### src/rtl/serial_subtractor.sv
// Bit-serial WIDTH-bit subtractor (a - b, LSB first, one bit per clock).
// Define SERIAL_SUBTRACTOR_OVF_EN to add the registered signed-overflow output ovf.
module serial_subtractor #(
   parameter int WIDTH = 8
) (
   input  logic             clk,
   input  logic             rst_n,
   input  logic             start,
   input  logic [WIDTH-1:0] a,
   input  logic [WIDTH-1:0] b,
   output logic             busy,
   output logic             done,
   output logic [WIDTH-1:0] diff,
   output logic             borrow
`ifdef SERIAL_SUBTRACTOR_OVF_EN
   ,
   output logic             ovf
`endif
);

   localparam int CW = $clog2(WIDTH) + 1;
   localparam logic [CW-1:0] LAST = CW'(WIDTH - 1);

   typedef enum logic [1:0] {IDLE, RUN, DONE} state_t;

   state_t           state, state_n;
   logic [WIDTH-1:0] a_sr, b_sr, res_sr, res_n;
   logic [CW-1:0]    cnt;
   logic             br, br_n, d, load, last;

   assign busy = (state == RUN);
   assign done = (state == DONE);
   // Operands are accepted in IDLE and also in DONE for back-to-back use.
   assign load = start && (state != RUN);
   assign last = (state == RUN) && (cnt == LAST);

   always_comb begin
      d     = a_sr[0] ^ b_sr[0] ^ br;
      br_n  = (~a_sr[0] & b_sr[0]) | (~(a_sr[0] ^ b_sr[0]) & br);
      res_n = {d, res_sr[WIDTH-1:1]};
   end

   always_comb begin
      state_n = state;
      case (state)
         IDLE:    if (start) state_n = RUN;
         RUN:     if (cnt == LAST) state_n = DONE;
         DONE:    state_n = start ? RUN : IDLE;
         default: state_n = IDLE;
      endcase
   end

   always_ff @(posedge clk or negedge rst_n) begin
      if (!rst_n) state <= IDLE;
      else        state <= state_n;
   end

   always_ff @(posedge clk or negedge rst_n) begin
      if (!rst_n) begin
         a_sr   <= '0;
         b_sr   <= '0;
         res_sr <= '0;
         cnt    <= '0;
         br     <= 1'b0;
         diff   <= '0;
         borrow <= 1'b0;
      end else if (load) begin
         a_sr   <= a;
         b_sr   <= b;
         res_sr <= '0;
         cnt    <= '0;
         br     <= 1'b0;
      end else if (state == RUN) begin
         a_sr   <= a_sr >> 1;
         b_sr   <= b_sr >> 1;
         res_sr <= res_n;
         cnt    <= cnt + 1'b1;
         br     <= br_n;
         if (last) begin
            diff   <= res_n;
            borrow <= br_n;
         end
      end
   end

`ifdef SERIAL_SUBTRACTOR_OVF_EN
   logic a_msb, b_msb;

   // The result MSB is the bit produced on the final step, i.e. d.
   always_ff @(posedge clk or negedge rst_n) begin
      if (!rst_n) begin
         a_msb <= 1'b0;
         b_msb <= 1'b0;
         ovf   <= 1'b0;
      end else if (load) begin
         a_msb <= a[WIDTH-1];
         b_msb <= b[WIDTH-1];
      end else if (last) begin
         ovf <= (a_msb != b_msb) && (d != a_msb);
      end
   end
`endif

endmodule

### config.mk
export PLATFORM = sky130hd
export DESIGN_NAME = serial_subtractor
export DESIGN_NICKNAME = d
export VERILOG_FILES = /design/src/rtl/serial_subtractor.sv
export SDC_FILE = /design/constraint.sdc
export NUM_CORES = 1
export LEC_CHECK = 0
export CORE_ASPECT_RATIO = 0.7
export CORE_UTILIZATION = 34
export CTS_BUF_LIST = sky130_fd_sc_hd__clkbuf_4
export DETAILED_ROUTE_END_ITERATION = 16
export PLACE_DENSITY = 0.64
export SYNTH_ARGS = -nofsm -noshare
export SYNTH_HDL_FRONTEND = slang
export SYNTH_SLANG_ARGS = --single-unit
### constraint.sdc
create_clock -name clk -period 1.6 [get_ports clk]
set_input_delay 0.24 -clock clk [delete_from_list [all_inputs] [get_ports clk]]
set_output_delay 0.24 -clock clk [all_outputs]
set_load 0.05 [all_outputs]
# Yosys cells after proc, flatten, opt, wreduce, memory -nomap -nowiden
# Index checks and enable logic that the tools add are counted.
# classes
add_sub_neg	1
eq_ne	6
n_mux	14
n_bitwise	8
n_reduce_logical	6
# op_table
operator	n
$mux 8	6
$mux 4	2
$pmux 2 s3	1
$add 4x1->4 const B	1
$eq 4x3->1 const B	1
$mux 2	2
$ne 2x1->1 const B	2
$mux 1	3
$not 1->1	3
$reduce_and 3->1	1
$and 1x1->1	2
$eq 2x1->1 const B	1
$eq 2x2->1 const B	1
$logic_and 1x1->1	2
$logic_not 2->1	1
$ne 2x2->1 const B	1
$reduce_and 2->1	1
$reduce_bool 2->1	1
$xor 1x1->1	2
$or 1x1->1	1
# totals
regBits	40
in_bits	19
elab_cells	43

# Depth between registers and ports, before layout
# logic_depth
depth_word	6
depth_mapped	7
mapped_depth_nobuf	4

# Worst setup path after synthesis
# Ideal clock, no wire load.
# synth_timing
path_type	flip-flop to flip-flop
startpoint	register state[1]
endpoint	register a_sr[3]
setup_time_ns	0.083
t_arrival_ns	1.507
slack_ns	0.011
path_stages_with_launch	7
path_buffers	2
period_less_slack_ns	1.589
cell_sequence	dfrtp_1 -> nand2b_1 -> buf_6 -> inv_1 -> clkbuf_1 -> nand2_1 -> o21ai_0
# synth_lines
item	line_no	source
start, declared	26	state_t state, state_n;
start signal, assigned	55	else state <= state_n;
$eq 2x1->1	--	
named net busy	11	output logic busy,
$reduce_bool 2->1 (no source line)	--	
end signal, assigned	74	a_sr <= a_sr >> 1;
end, declared	27	logic [WIDTH-1:0] a_sr, b_sr, res_sr, res_n;
# The timed path passes the listed nets, and every way through them passes these cells.
# A chain may end at the register's enable or synchronous reset.

# Worst setup path after layout
# layout_timing
startpoint	register state[1]
endpoint	output port busy
# layout_between
elab_chain_cells	1
# layout_lines
item	line_no	source
$eq 2x1->1	31	assign busy = (state == RUN);
end, declared	11	
# Every way passes these cells.

==> impl_metrics.tcl <==
set metrics [dict create \
    status "complete, no violations" \
    die_w_um 85.90 \
    critPathCaptureType "output port" \
    worst-slew-pin-transition_ps 482.0 \
    core_um2 4529 \
    wl_per_cell_um 13.61 \
    synthXorXnorAreaFrac_pct 0.5228 \
    multi_input_area_um2 641.9 \
    crit-reg2reg-launch "cnt[0]" \
    grt_max_degree 40 \
    p_per_area_nw_per_um2 1911 \
    yosys_warnings 0 \
    drt_pass1_iterations 4 \
    antenna_found_initial 0 \
    rsz0062_at_grt "false" \
    fillers 394 \
    grt_overflow 0 \
    r2r_cells 5 \
    crit_cells 4 \
    via_per_inst 4.587 \
    synth_common_cells "dfrtp_1, nand2_1, o21ai_0, mux2i_1, mux2_2" \
    hold_violations 0 \
    initial_utilization_pct 36.99 \
    critPathKind "flop to output port" \
    regArea_um2 975.9 \
    tns_ps 0 \
    totalPowerFinal_mw 4.218 \
    critPathBufInv 3 \
    clock_sinks 39 \
    seq_area_frac_synth_pct 58.25 \
    arrival_ps 1290 \
    drive_above_1_share_pct 21.28 \
    synth_top_area_share_pct 58.25 \
    ys_ff_latch 39 \
    hpwlAfterDp_mm 2.206 \
    muxShareOfSynthArea_pct 16.80 \
    crit-reg2reg-capture "diff[7]" \
    ys.flop_type "dfrtp_1" \
    worst_setup_path_start_kind "flop" \
    cts_tree "done" \
    finalMaxSlewViolations 0 \
    layout.cells.non_filler 254 \
    drt-initial-drc-count 70 \
    syn_avg_cell_area_um2 11.10 \
    min_period_over_period_pct 95.53 \
    final_net_count 208 \
    syn_inst 151 \
    post-route-min-period_ps 1528 \
    io_pins 30 \
    drv_cap 0 \
    synthesis.area_um2 1675 \
    portBuffers 29 \
    globalplace.congestion 0.7244 \
    yosys.area_share.adder_pct 1.942 \
    crit_required_ps 1360 \
    cts_root_buf "clkbuf_4" \
    placedCellCount 243 \
    finClkSkew_ps 12.64 \
    synth_edf_count 0 \
    grt_pass1_wl_mm 5.740 \
    synth_nets 172 \
    crit_chain "nand2b_4 > inv_4 > buf_12 > buf_12" \
    synth_top_area_cell "dfrtp_1" \
    diodes 0 \
    grt_usage_pct 15.02 \
    grt_pass1_vias 1220 \
    async_flop_share_pct 100.0 \
    relSlewSlack_pct 67.87 \
    rrSetupSlack_ps 80 \
    slowest_delay_ps 400 \
    synthTopCellsByArea "dfrtp_1, mux2i_1, o21ai_0" \
    area_growth_pct 31.74 \
    synth_top_family_by_area "multiplexers" \
    worst_path_most_repeated_cell "buf_12" \
    cp-endpoint "busy" \
    h-tree-depth 2 \
    drc_errors 0 \
    num_rows 20 \
    wl_mm 3.457 \
    finalSetupViolCount 0 \
    path_clk_slew_ps 120 \
    die_h_um 60.73 \
    peakVddDrop_uv 634.1 \
    synth.most_common_cell "dfrtp_1" \
    cp_max_fo 13 \
    num_vias 1165 \
    synth_compound_area_share_pct 8.066 \
    cts_setup_buffers 0 \
    fmax_mhz 654.3 \
    synth_simple_gate_area_share_pct 10.53 \
    drtAntennaViolNets 0 \
    clock_path_buffers 2 \
    dieArea_um2 5217 \
    cts_inserted_buffers 5 \
    worstSetupStartpoint "state[1]" \
    insertion_delay_ps 350 \
    slowest_stage "dfrtp_1" \
    netlist-cell-type-count 17 \
    crit_family "flip-flops" \
    min_path_type "primary input to asynchronous set/reset pin" \
    power.static_leakage_nw 1.011 \
]
[worst min-delay path, delay by kind of cell]
family	cells	cell delay (ps)
buffers and inverters	3	1010
[kinds of logic after synthesis]
kind of cell	count (synthesis)
simple gates	41
flops	39
fa+ha+maj	2
buf+inv	14
compound gates	27
xor+xnor	1
mux	27
[final cells by class]
type                            instances  share of cell area [%]
Timing Repair Buffer                   38                   19.39
Tap cell                               66                   3.741
Inverter                                5                  0.9637
Sequential cell                        39                   44.22
Clock buffer                            6                   2.041
Multi-Input combinational cell         98                   29.08
Clock inverter                          2                  0.5669
[what timing repair did]
item | CTS | global route
setup endpoints to repair | 1 | 0
gates resized for setup | 4 | 0
hold buffers | 1 | 0
hold endpoints to repair | 39 | 0
[sequential cells by signal (all words and copies together) (netlist names)]
name / flops
borrow: 1
cnt: 4
a_sr: 8
br: 1
state: 2
diff: 8
res_sr: 7
b_sr: 8
[where the power goes]
part / internal [mW] / total, mW / switching (mW)
clock network: 0.187 / 0.516 / 0.329
logic: 0.897 / 2.02 / 1.12
registers: 1.40 / 1.68 / 0.282
total: 2.49 / 4.22 / 1.73
[layout by cell type (no fill, tap or decap), types with 2 or more instances in the layout]
cell type        count
buf_12               4
buf_4               13
bufbuf_16            2
clkbuf_4             6
clkdlybuf4s50_1     17
dfrtp_1             39
inv_1                4
mux2_2               9
mux2i_1             18
nand2_1             32
nand3_1              4
nor2_1               2
o21ai_0             27
[metal layers]
layer | wire length (um) | vias to the layer above | global-route usage (%)
met4 | 55 | 0 | 5.952
met2 | 1483 | 24 | 23.47
li1 | - | 578 | -
met1 | 1751 | 556 | 19.84
met3 | 167 | 7 | 4.762
met5 | 0 | - | 0
[per-stage QoR]
stage	util (%)	hold slack, ps	instance area, um2	worst slack, ps
after floorplan	-	-55.59	1675	10.58
after global placement	45.58	309.6	2064	167.0
after detailed placement	45.58	318.6	2064	91.10
after CTS	48.73	461.8	2207	72.48
after global routing	48.73	503.8	2207	7.199
final	48.73	458.2	2207	71.56
[how the worst min path moves through the flow]
stage / to / depth (start not counted) / slack, ps / start
6_report: borrow / 3 / 460 / rst_n
5_1_grt: borrow / 3 / 500 / rst_n
4_1_cts: res_sr[7] / 3 / 460 / rst_n
3_5_place_dp: a_sr[3] / 2 / 320 / rst_n
3_3_place_gp: a_sr[3] / 2 / 310 / rst_n
2_1_floorplan: a_sr[0] / 0 / -60 / rst_n
(Power assumes the default switching activity.)
==> patch (config.mk and constraints unchanged) <==
Build with the macro `SERIAL_SUBTRACTOR_OVF_EN` defined.
--- a/src/rtl/serial_subtractor.sv
+++ b/src/rtl/serial_subtractor.sv
@@ -1,4 +1,6 @@
 // Bit-serial WIDTH-bit subtractor (a - b, LSB first, one bit per clock).
 // Define SERIAL_SUBTRACTOR_OVF_EN to add the registered signed-overflow output ovf.
+`define SERIAL_SUBTRACTOR_OVF_EN
+
 module serial_subtractor #(
    parameter int WIDTH = 8
Formal check against the unedited RTL (old outputs only; new: ovf): equivalent (Yosys induction, for registers that start in step).
==> patch against the original RTL <==
Register-to-register slack lost 0.02 ns. Die area grew 8.5%. Power grew 4.6%. Setup slack lost 0.0068 ns. Synthesized area grew 8.7%. Sequential cell count grew 3. Routed wire length shrank 2.6%. Synthesized cell count grew 7.3%. Final area grew 6.4%. Critical path type is now flop to flop. Largest cell class unchanged. Largest power group unchanged.
==> patch: results (changes against the original RTL) <==
cts:
  path_clk_slew_ns: 0.12  # about the same
  cts-root-buf: "clkbuf_4"
  insertion_delay_ns: 0.34
  cts_buffer_depth: 2  # unchanged
  htreeDepth: 2  # unchanged
  numCtsBuffers: 5  # unchanged
placed_design:
  post-place-ws_ns: 0.0556  # -0.0355 ns
  hpwl_um: 2230  # +1.2%
  gp_congestion: 0.673  # -7.1%
  portBuffers: 30  # +3.4%
  placed_area_mm2: 0.00222  # +7.5%
logic_synthesis:
  synthDistinctLibCells: 20  # +3
  synthAdderAreaFrac: 0.0179  # -0.00156
  synth_area_leaders: "dfrtp_1 58%, mux2i_1 9.3%, o21ai_0 8.0%"
  yosys-mux-area-fraction: 0.161  # -0.00663
  synthXorXnorAreaFrac: 0.00481  # -0.000420
  yosysWarnings: 0  # unchanged
  async_reset_ff_frac: 1.00  # unchanged
  syn_nets: 183  # +6.4%
  synth_compound_area_frac: 0.0838  # +0.00313
  ys_seq_area_frac: 0.577  # -0.00560
  synth_common_cells: "42 x dfrtp_1, 32 x nand2_1, 29 x o21ai_0"
grt:
  grt_pass1_wl_um: 5730  # -0.12%
  antenna_found_initial: 0  # unchanged
  grt_pass1_vias: 1161  # -4.8%
  grt_usage: 0.136  # -0.0137
  grt_max_degree: 43  # +7.5%
worst_setup_path:
  rrSetupSlack_ns: 0.06  # -0.02 ns
  r2r-end: "ovf"
  r2r_start: "br"
  reg2reg_depth: 5  # unchanged
  path_delay_family: "adder cells"
  cp_slowest_stage_delay_ns: 0.59  # +0.19 ns
  crit_slowest_cell: "fa_2"
  crit_arrival_ns: 1.78  # +0.49 ns
  crit_fanout: 4  # -9
detailed_routing:
  firstDrtPassIters: 4  # unchanged
  drt-initial-drc-count: 57  # -19%
  drt_wl_total_um: 3370  # -2.6%
  vias: 1257  # +7.9%
cells_and_area:
  diodes: 0  # unchanged
  fin_nets: 223  # +7.2%
  reg.largest.list: "a_sr x8, b_sr x8, diff x8"
  drive_gt1_frac: 0.246  # +0.0335
pwr:
  peakVddDrop_mv: 0.944  # +49%
  clk-power_uw: 507  # -2%
  pwr-share-seq: 0.411  # +0.012
  switching_share: 0.406  # -0.00483
  leakagePower_nw: 1.07  # +6.2%
status:
  outcome: "completed"
min_path:
  worstHoldPathType: "input port to asynchronous set/reset pin"
sta:
  skew_ns: 0.00780  # -0.00484 ns
  relSlewSlack: 0.645  # -0.0335
-- patch: changes by cell type after synthesis --
cell,before,now
buf_2,4,5
buf_4,0,2
buf_6,1,2
clkbuf_1,4,1
dfrtp_1,39,42
mux2_2,9,11
mux2i_1,18,17
nand2b_1,1,2
nand3b_1,0,2
o211ai_1,0,1
o21ai_0,27,29
-- patch: layer usage --
layer | share of wire | vias up | global-route usage
li1 | - | 630 | -
met1 | 0.55 | 594 | 0.211
met2 | 0.40 | 28 | 0.178
met3 | 0.045 | 5 | 0.0393
met4 | 0.013 | 0 | 0.0476
met5 | 0 | - | 0
-- patch: through the flow --
stage	std cells	util	power [mW]	hold slack [ns]	setup TNS (ns)
after floorplan	162	-	3.10	-0.0556	0
after global placement	261	0.447	3.68	0.341	0
after detailed placement	261	0.447	3.71	0.343	0
after CTS	272	0.469	4.38	0.491	0
after global routing	272	0.473	4.75	0.526	-0.00972
final	272	0.473	4.41	0.477	0
-- patch: cell type report --
type	count	area (µm²)
Fill cell	466	2620
Sequential cell	42	1050
Multi-Input combinational cell	105	711
Timing Repair Buffer	43	428
Tap cell	69	86.3
Clock buffer	6	45.0
Inverter	5	18.8
Clock inverter	2	8.76
-- patch: worst max path at each step --
stage / start / endpoint / slack (ns) / cells after the start
2_1_floorplan: a_sr[0] / ovf / 0.12 / 4
3_3_place_gp: a_sr[0] / ovf / 0.09 / 4
3_5_place_dp: a_sr[0] / ovf / 0.06 / 4
4_1_cts: a_sr[0] / ovf / 0.04 / 4
5_1_grt: br / ovf / -0.01 / 5
6_report: br / ovf / 0.06 / 5
-- patch: timing repair --
action,CTS,global route
pin swaps,0,1
setup buffers,1,0
resized for setup,3,6
gates cloned,1,0
hold buffers,1,0
setup endpoints to repair,1,1
hold endpoints to repair,42,0
